$ cat config.mk
export PLATFORM = sky130hd
export DESIGN_NAME = ysyx_23060184_axi_arbiter
export DESIGN_NICKNAME = d
export VERILOG_FILES = /design/src/rtl/ysyx_23060184_axi_arbiter.sv
export SDC_FILE = /design/constraint.sdc
export NUM_CORES = 1
export LEC_CHECK = 0
export CORE_AREA = 2 2 144 146
export CTS_CLUSTER_DIAMETER = 100
export DETAILED_ROUTE_END_ITERATION = 10
export DIE_AREA = 0 0 146 148
export PLACE_DENSITY = 0.41
export SLEW_MARGIN = 20
export SYNTH_ARGS = -nofsm -noshare
export SYNTH_HDL_FRONTEND = slang
export SYNTH_SLANG_ARGS = --single-unit
$ cat constraint.sdc
create_clock -name clk -period 1.95 [get_ports clk]
set_clock_uncertainty 0.2 [all_clocks]
set_input_delay 0.39 -clock clk [delete_from_list [all_inputs] [get_ports clk]]
set_output_delay 0.39 -clock clk [all_outputs]
set_load 0.1 [all_outputs]
$ cat src/rtl/ysyx_23060184_axi_arbiter.sv
// Two-master AXI4-Lite arbiter: IFU (read-only) and MEMU (read/write) share one
// downstream bus, one transaction at a time, round-robin on contention.
module ysyx_23060184_axi_arbiter #(
  parameter int unsigned ADDR_WIDTH  = 32,
  parameter int unsigned DATA_WIDTH  = 32,
  parameter int unsigned RESP_WIDTH  = 2,
  parameter int unsigned NUM_MASTERS = 2
) (
  input  logic                    clk,
  input  logic                    rstn,
  // IFU read
  input  logic [ADDR_WIDTH-1:0]   m0_araddr,
  input  logic                    m0_arvalid,
  output logic                    m0_arready,
  output logic [DATA_WIDTH-1:0]   m0_rdata,
  output logic [RESP_WIDTH-1:0]   m0_rresp,
  output logic                    m0_rvalid,
  input  logic                    m0_rready,
  // MEMU read
  input  logic [ADDR_WIDTH-1:0]   m1_araddr,
  input  logic                    m1_arvalid,
  output logic                    m1_arready,
  output logic [DATA_WIDTH-1:0]   m1_rdata,
  output logic [RESP_WIDTH-1:0]   m1_rresp,
  output logic                    m1_rvalid,
  input  logic                    m1_rready,
  // MEMU write
  input  logic [ADDR_WIDTH-1:0]   m1_awaddr,
  input  logic                    m1_awvalid,
  output logic                    m1_awready,
  input  logic [DATA_WIDTH-1:0]   m1_wdata,
  input  logic [DATA_WIDTH/8-1:0] m1_wstrb,
  input  logic                    m1_wvalid,
  output logic                    m1_wready,
  output logic [RESP_WIDTH-1:0]   m1_bresp,
  output logic                    m1_bvalid,
  input  logic                    m1_bready,
  // downstream read
  output logic [ADDR_WIDTH-1:0]   s_araddr,
  output logic                    s_arvalid,
  input  logic                    s_arready,
  input  logic [DATA_WIDTH-1:0]   s_rdata,
  input  logic [RESP_WIDTH-1:0]   s_rresp,
  input  logic                    s_rvalid,
  output logic                    s_rready,
  // downstream write
  output logic [ADDR_WIDTH-1:0]   s_awaddr,
  output logic                    s_awvalid,
  input  logic                    s_awready,
  output logic [DATA_WIDTH-1:0]   s_wdata,
  output logic [DATA_WIDTH/8-1:0] s_wstrb,
  output logic                    s_wvalid,
  input  logic                    s_wready,
  input  logic [RESP_WIDTH-1:0]   s_bresp,
  input  logic                    s_bvalid,
  output logic                    s_bready,
  output logic [NUM_MASTERS-1:0]  grant
);

  typedef enum logic [1:0] {
    ST_IDLE = 2'd0,
    ST_RD0  = 2'd1,
    ST_RD1  = 2'd2,
    ST_WR1  = 2'd3
  } state_t;

  state_t                 state, next_state;
  logic                   last;
  logic                   last_d;
  logic [NUM_MASTERS-1:0] grant_d;
  logic                   req0, req1r, req1w, memu_wins;

  assign req0      = m0_arvalid;
  assign req1r     = m1_arvalid;
  assign req1w     = m1_awvalid | m1_wvalid;
  // MEMU takes the bus unless the IFU also asks and MEMU was served last
  assign memu_wins = !req0 || !last;

  // State, owner decode and round-robin history
  always_ff @(posedge clk or negedge rstn) begin
    if (!rstn) begin
      state <= ST_IDLE;
      grant <= '0;
      last  <= 1'b0;
    end else begin
      state <= next_state;
      grant <= grant_d;
      last  <= last_d;
    end
  end

  // Next-state selection and combinational channel forwarding
  always_comb begin
    next_state = state;
    last_d     = last;
    grant_d    = '0;
    m0_arready = 1'b0;
    m0_rdata   = '0;
    m0_rresp   = '0;
    m0_rvalid  = 1'b0;
    m1_arready = 1'b0;
    m1_rdata   = '0;
    m1_rresp   = '0;
    m1_rvalid  = 1'b0;
    m1_awready = 1'b0;
    m1_wready  = 1'b0;
    m1_bresp   = '0;
    m1_bvalid  = 1'b0;
    s_araddr   = '0;
    s_arvalid  = 1'b0;
    s_rready   = 1'b0;
    s_awaddr   = '0;
    s_awvalid  = 1'b0;
    s_wdata    = '0;
    s_wstrb    = '0;
    s_wvalid   = 1'b0;
    s_bready   = 1'b0;

    case (state)
      ST_IDLE: begin
        if (req1w && memu_wins) begin
          next_state = ST_WR1;
          last_d     = 1'b1;
        end else if (req1r && memu_wins) begin
          next_state = ST_RD1;
          last_d     = 1'b1;
        end else if (req0) begin
          next_state = ST_RD0;
          last_d     = 1'b0;
        end
      end
      ST_RD0: begin
        s_araddr   = m0_araddr;
        s_arvalid  = m0_arvalid;
        m0_arready = s_arready;
        m0_rdata   = s_rdata;
        m0_rresp   = s_rresp;
        m0_rvalid  = s_rvalid;
        s_rready   = m0_rready;
        if (s_rvalid && m0_rready) next_state = ST_IDLE;
      end
      ST_RD1: begin
        s_araddr   = m1_araddr;
        s_arvalid  = m1_arvalid;
        m1_arready = s_arready;
        m1_rdata   = s_rdata;
        m1_rresp   = s_rresp;
        m1_rvalid  = s_rvalid;
        s_rready   = m1_rready;
        if (s_rvalid && m1_rready) next_state = ST_IDLE;
      end
      ST_WR1: begin
        s_awaddr   = m1_awaddr;
        s_awvalid  = m1_awvalid;
        m1_awready = s_awready;
        s_wdata    = m1_wdata;
        s_wstrb    = m1_wstrb;
        s_wvalid   = m1_wvalid;
        m1_wready  = s_wready;
        m1_bresp   = s_bresp;
        m1_bvalid  = s_bvalid;
        s_bready   = m1_bready;
        if (s_bvalid && m1_bready) next_state = ST_IDLE;
      end
      default: next_state = ST_IDLE;
    endcase

    case (next_state)
      ST_RD0:  grant_d = NUM_MASTERS'(1);
      ST_RD1,
      ST_WR1:  grant_d = NUM_MASTERS'(2);
      default: grant_d = '0;
    endcase
  end

endmodule

==> results list <==
* Synth warnings: 0
- Mapped Cells: 274
* Starting DRT DRC Count: 54
- Ratio of routed vias to standard cells: 3.85
* Largest net degree at the start of global routing: 35
* Register area share after synthesis: 6.87%
- The worst register-to-register path ends at grant[0]$_DFF_PN0_.
* Worst-case register-to-register setup slack: -180 ps
* Unrepaired setup endpoints after global routing: true
- Number of port buffers: 365
- CTS built an H-tree with a depth of 1.
- Most area-hungry cell type in the Yosys netlist: sky130_fd_sc_hd__and2_1
- Start-to-end type of the worst setup path: flip-flop to output pin
- Summed over all layers, the routed wires come to 17,000 µm.
* Status: complete, but fails checks
- At the pin with the least slew margin, the transition time is 293 ps.
- Via count of the first global-routing pass: 3,962
- The initial utilization of the core area, before any placement, comes to 9.09%.
- The slowest stage of the critical path is the sky130_fd_sc_hd__dfrtp_2 cell.
- For the worst flop-to-flop path, the logic depth is 8.
* Worst hold margin: 199 ps
- The first global-routing pass estimated 24,200 µm of wire.
- Hold Crit Class: primary input to async pin
* TritonCTS buffer count: 3
- Gr usage total: 14.4%
* Final worst-path cycle share: 116%
- Core Footprint: 20,000 µm²
- STA classifies the critical path startpoint as a flip-flop.
* Standard-cell rows: 52
- Setup violators final: 186
* Filler Cells Inserted: 1,865
* Cell types with the largest area share after synthesis: sky130_fd_sc_hd__and2_1 50%, sky130_fd_sc_hd__a22oi_1 14%, sky130_fd_sc_hd__nor2b_1 12%, sky130_fd_sc_hd__dfrtp_1 6.9%, sky130_fd_sc_hd__clkbuf_1 5.2%
- Net count, final: 853
- Standby leakage power: 0.00379 µW
* Buffer type at the clock tree root: sky130_fd_sc_hd__clkbuf_16
- Most instantiated cells after synthesis: 146 x sky130_fd_sc_hd__and2_1, 35 x sky130_fd_sc_hd__nor2b_1, 34 x sky130_fd_sc_hd__a22oi_1
* Share of Yosys cell area claimed by the top area cell type: 50.1%
* Wirelength per Cell: 18.2 µm
- Area overhead of the layout relative to synthesis: 413%
- Post-synthesis register bit count: 5
- Slew Limit Headroom: 80.1%
* First-pass iteration count of the detailed router: 4
- For this run, the top clock speed supported by timing is 443 MHz.
- Of the cells placed in the final design, the portion with a size suffix greater than 1 is 69.5%.
* Avg Cell Area, Syn: 6.65 µm²
- The largest single stage delay on the critical path is 450 ps.
- At the end of routability-driven placement, the weighted congestion stood at 0.804.
- Top-Level Pins: 366
* Count of unresolved DRC violations after routing: 0
- Worst-path cell chain: inv_4, ha_4, clkbuf_16, a22oi_2, nor2b_4, buf_12
- The number of antenna diodes in the final layout is 0.
* Synthesized Nets: 461
* Final standard cell area without fillers: 9350 µm²
- Dominant cell by count in the synthesized netlist: sky130_fd_sc_hd__and2_1
* CP Capture Type: output pin
- Overall via count from detail_route: 3,602
- TritonCTS built the clock tree.
- The checks that failed: negative setup slack.
- The synthesized netlist contains 21 unique library cells.
* Total placed instance area: 8330 µm²
* Horiz. Die Dim: 146 µm
- Crit-path max FO: 9
- Total Die Area: 21,600 µm²
- EDFF count, synth: 0
- Across all setup checks in the final design, the least slack found is -308 ps.
- The final count of pins violating max slew was 0.
* Shortest period the worst path allows: 2260 ps
- The cell area that synthesis handed to floorplanning was 1820 µm².
- The clock drives 5 sinks.
- Number of violations of the max-capacitance limit: 0
- Worst R2R Start: state[1]$_DFF_PN0_
- Number of nets still failing antenna checks after routing: 0
- Data arrival, critical path: 1670 ps
* VDD IR-drop max: 0.787 mV
* Antenna violations before repair: 0
* Ys flop type: sky130_fd_sc_hd__dfrtp_1
- Clock input transition at the sequential cells of the worst setup and hold paths: 30 ps
- Total half-perimeter wirelength after legalization and detailed placement: 13,300 µm
- Vertical die dimension: 148 µm
- Total gr overflow: 0
- Critical Path RT: 1360 ps
* Count of final hold-check violations: 0
* Clock Path Buffers: 2
* Power Density: 2000 nW/µm²
- Counting flops with an async set or reset pin after synthesis yields a share of 100%.
- The later pin in the worst-skew pair is clocked with a latency of 230 ps.
[power by group]
| group | total, µW | leakage [µW] | switching, µW | internal [µW] |
|---|---|---|---|---|
| clock | 341 | 0.0000382 | 70.1 | 271 |
| sequential | 213 | 0.0000585 | 52.8 | 160 |
| combinational | 18200 | 0.00369 | 10600 | 7530 |
[layout make-up]
class                      count  area [µm²]  share of cell area (%)
timing repair buffer         414        6380                    68.2
multi-input combinational    239        2420                    25.9
tap                          270         338                    3.61
sequential                     5         128                    1.36
clock buffer                   4        78.8                   0.843
inverter                       3        13.8                   0.147
[worst max-delay path, delay by kind of cell, from the launching register on]
kind	cells	cell delay, ps
buf+inv	3	480
flops	1	450
fa+ha+maj	1	280
simple gates	1	140
compound gates	1	70
[cell usage in the layout, fill, tap and decap left out]
cell type / count
sky130_fd_sc_hd__nand3_1: 1
sky130_fd_sc_hd__nor2b_1: 1
sky130_fd_sc_hd__clkdlybuf4s50_1: 181
sky130_fd_sc_hd__buf_16: 8
sky130_fd_sc_hd__a21oi_2: 1
sky130_fd_sc_hd__o311ai_2: 1
sky130_fd_sc_hd__inv_2: 1
sky130_fd_sc_hd__ha_4: 3
sky130_fd_sc_hd__clkbuf_1: 1
sky130_fd_sc_hd__dfrtp_1: 3
sky130_fd_sc_hd__nand3b_1: 1
sky130_fd_sc_hd__buf_12: 196
sky130_fd_sc_hd__or3_1: 1
sky130_fd_sc_hd__buf_6: 6
sky130_fd_sc_hd__o311ai_1: 1
sky130_fd_sc_hd__clkbuf_16: 12
sky130_fd_sc_hd__nand2_1: 6
sky130_fd_sc_hd__buf_8: 3
sky130_fd_sc_hd__and2_4: 148
sky130_fd_sc_hd__a22oi_2: 34
sky130_fd_sc_hd__ha_1: 2
sky130_fd_sc_hd__buf_4: 11
sky130_fd_sc_hd__a222oi_1: 1
sky130_fd_sc_hd__or3_4: 1
sky130_fd_sc_hd__dfrtp_2: 2
sky130_fd_sc_hd__o31ai_1: 1
sky130_fd_sc_hd__inv_4: 1
sky130_fd_sc_hd__nor2b_4: 34
sky130_fd_sc_hd__a2bb2oi_1: 1
sky130_fd_sc_hd__inv_1: 1
sky130_fd_sc_hd__a32o_1: 1
[registers in the layout (all words and copies together), names as in the netlist]
signal / count
grant: 2
state: 2
last: 1
[per-stage QoR]
stage	cells	power, µW	worst slack [ps]	setup TNS [ps]	utilization [%]
global route	935	19300	-353	-54400	46.7
floorplan	274	10700	-220	-10010	-
detailed placement	900	16600	-216	-19080	41.6
finish	935	18700	-308	-45190	46.7
global placement	900	16600	-194	-12430	41.6
CTS	922	18200	-321	-46660	44.9
[cell families (layout without fill, tap and decap cells)]
group | count (synthesis) | after routing | share of synthesized area [%]
DFF | 5 | 5 | 6.87
AOI/OAI and AO/OA | 41 | 41 | 17.4
and+or+nand+nor | 193 | 193 | 65.6
buffers and inverters | 30 | 421 | 6.66
adders and majority gates | 5 | 5 | 3.43
[worst max-delay path by stage]
| stage | from | end | slack (ps) | cells after the start |
|---|---|---|---|---|
| finish | state[1]$_DFF_PN0_ | s_araddr[3] | -310 | 6 |
| global route | state[1]$_DFF_PN0_ | s_araddr[3] | -350 | 6 |
| CTS | state[0]$_DFF_PN0_ | s_araddr[22] | -320 | 6 |
| detailed placement | state[1]$_DFF_PN0_ | m0_rdata[14] | -220 | 5 |
| global placement | s_rvalid | grant[0]$_DFF_PN0_ | -190 | 6 |
| floorplan | state[0]$_DFF_PN0_ | s_araddr[0] | -220 | 6 |
[what timing repair did]
item | 4_1_cts | 5_1_grt
endpoints found under the setup margin | 186 | 186
resized for setup | 70 | 42
cloned | 8 | 11
buffers inserted | 10 | 3
pin swaps | 10 | 75
hold buffers | 0 | 0
[metal layers]
metal  track usage, %  part of all wire [%]  vias to the layer above
li1                 -                     -                     1682
met1             14.6                    33                     1673
met2             28.6                    56                      235
met3             4.97                   9.5                       12
met4             2.62                   1.4                        0
met5                0                     0                        -
(Power assumes the default switching activity.)
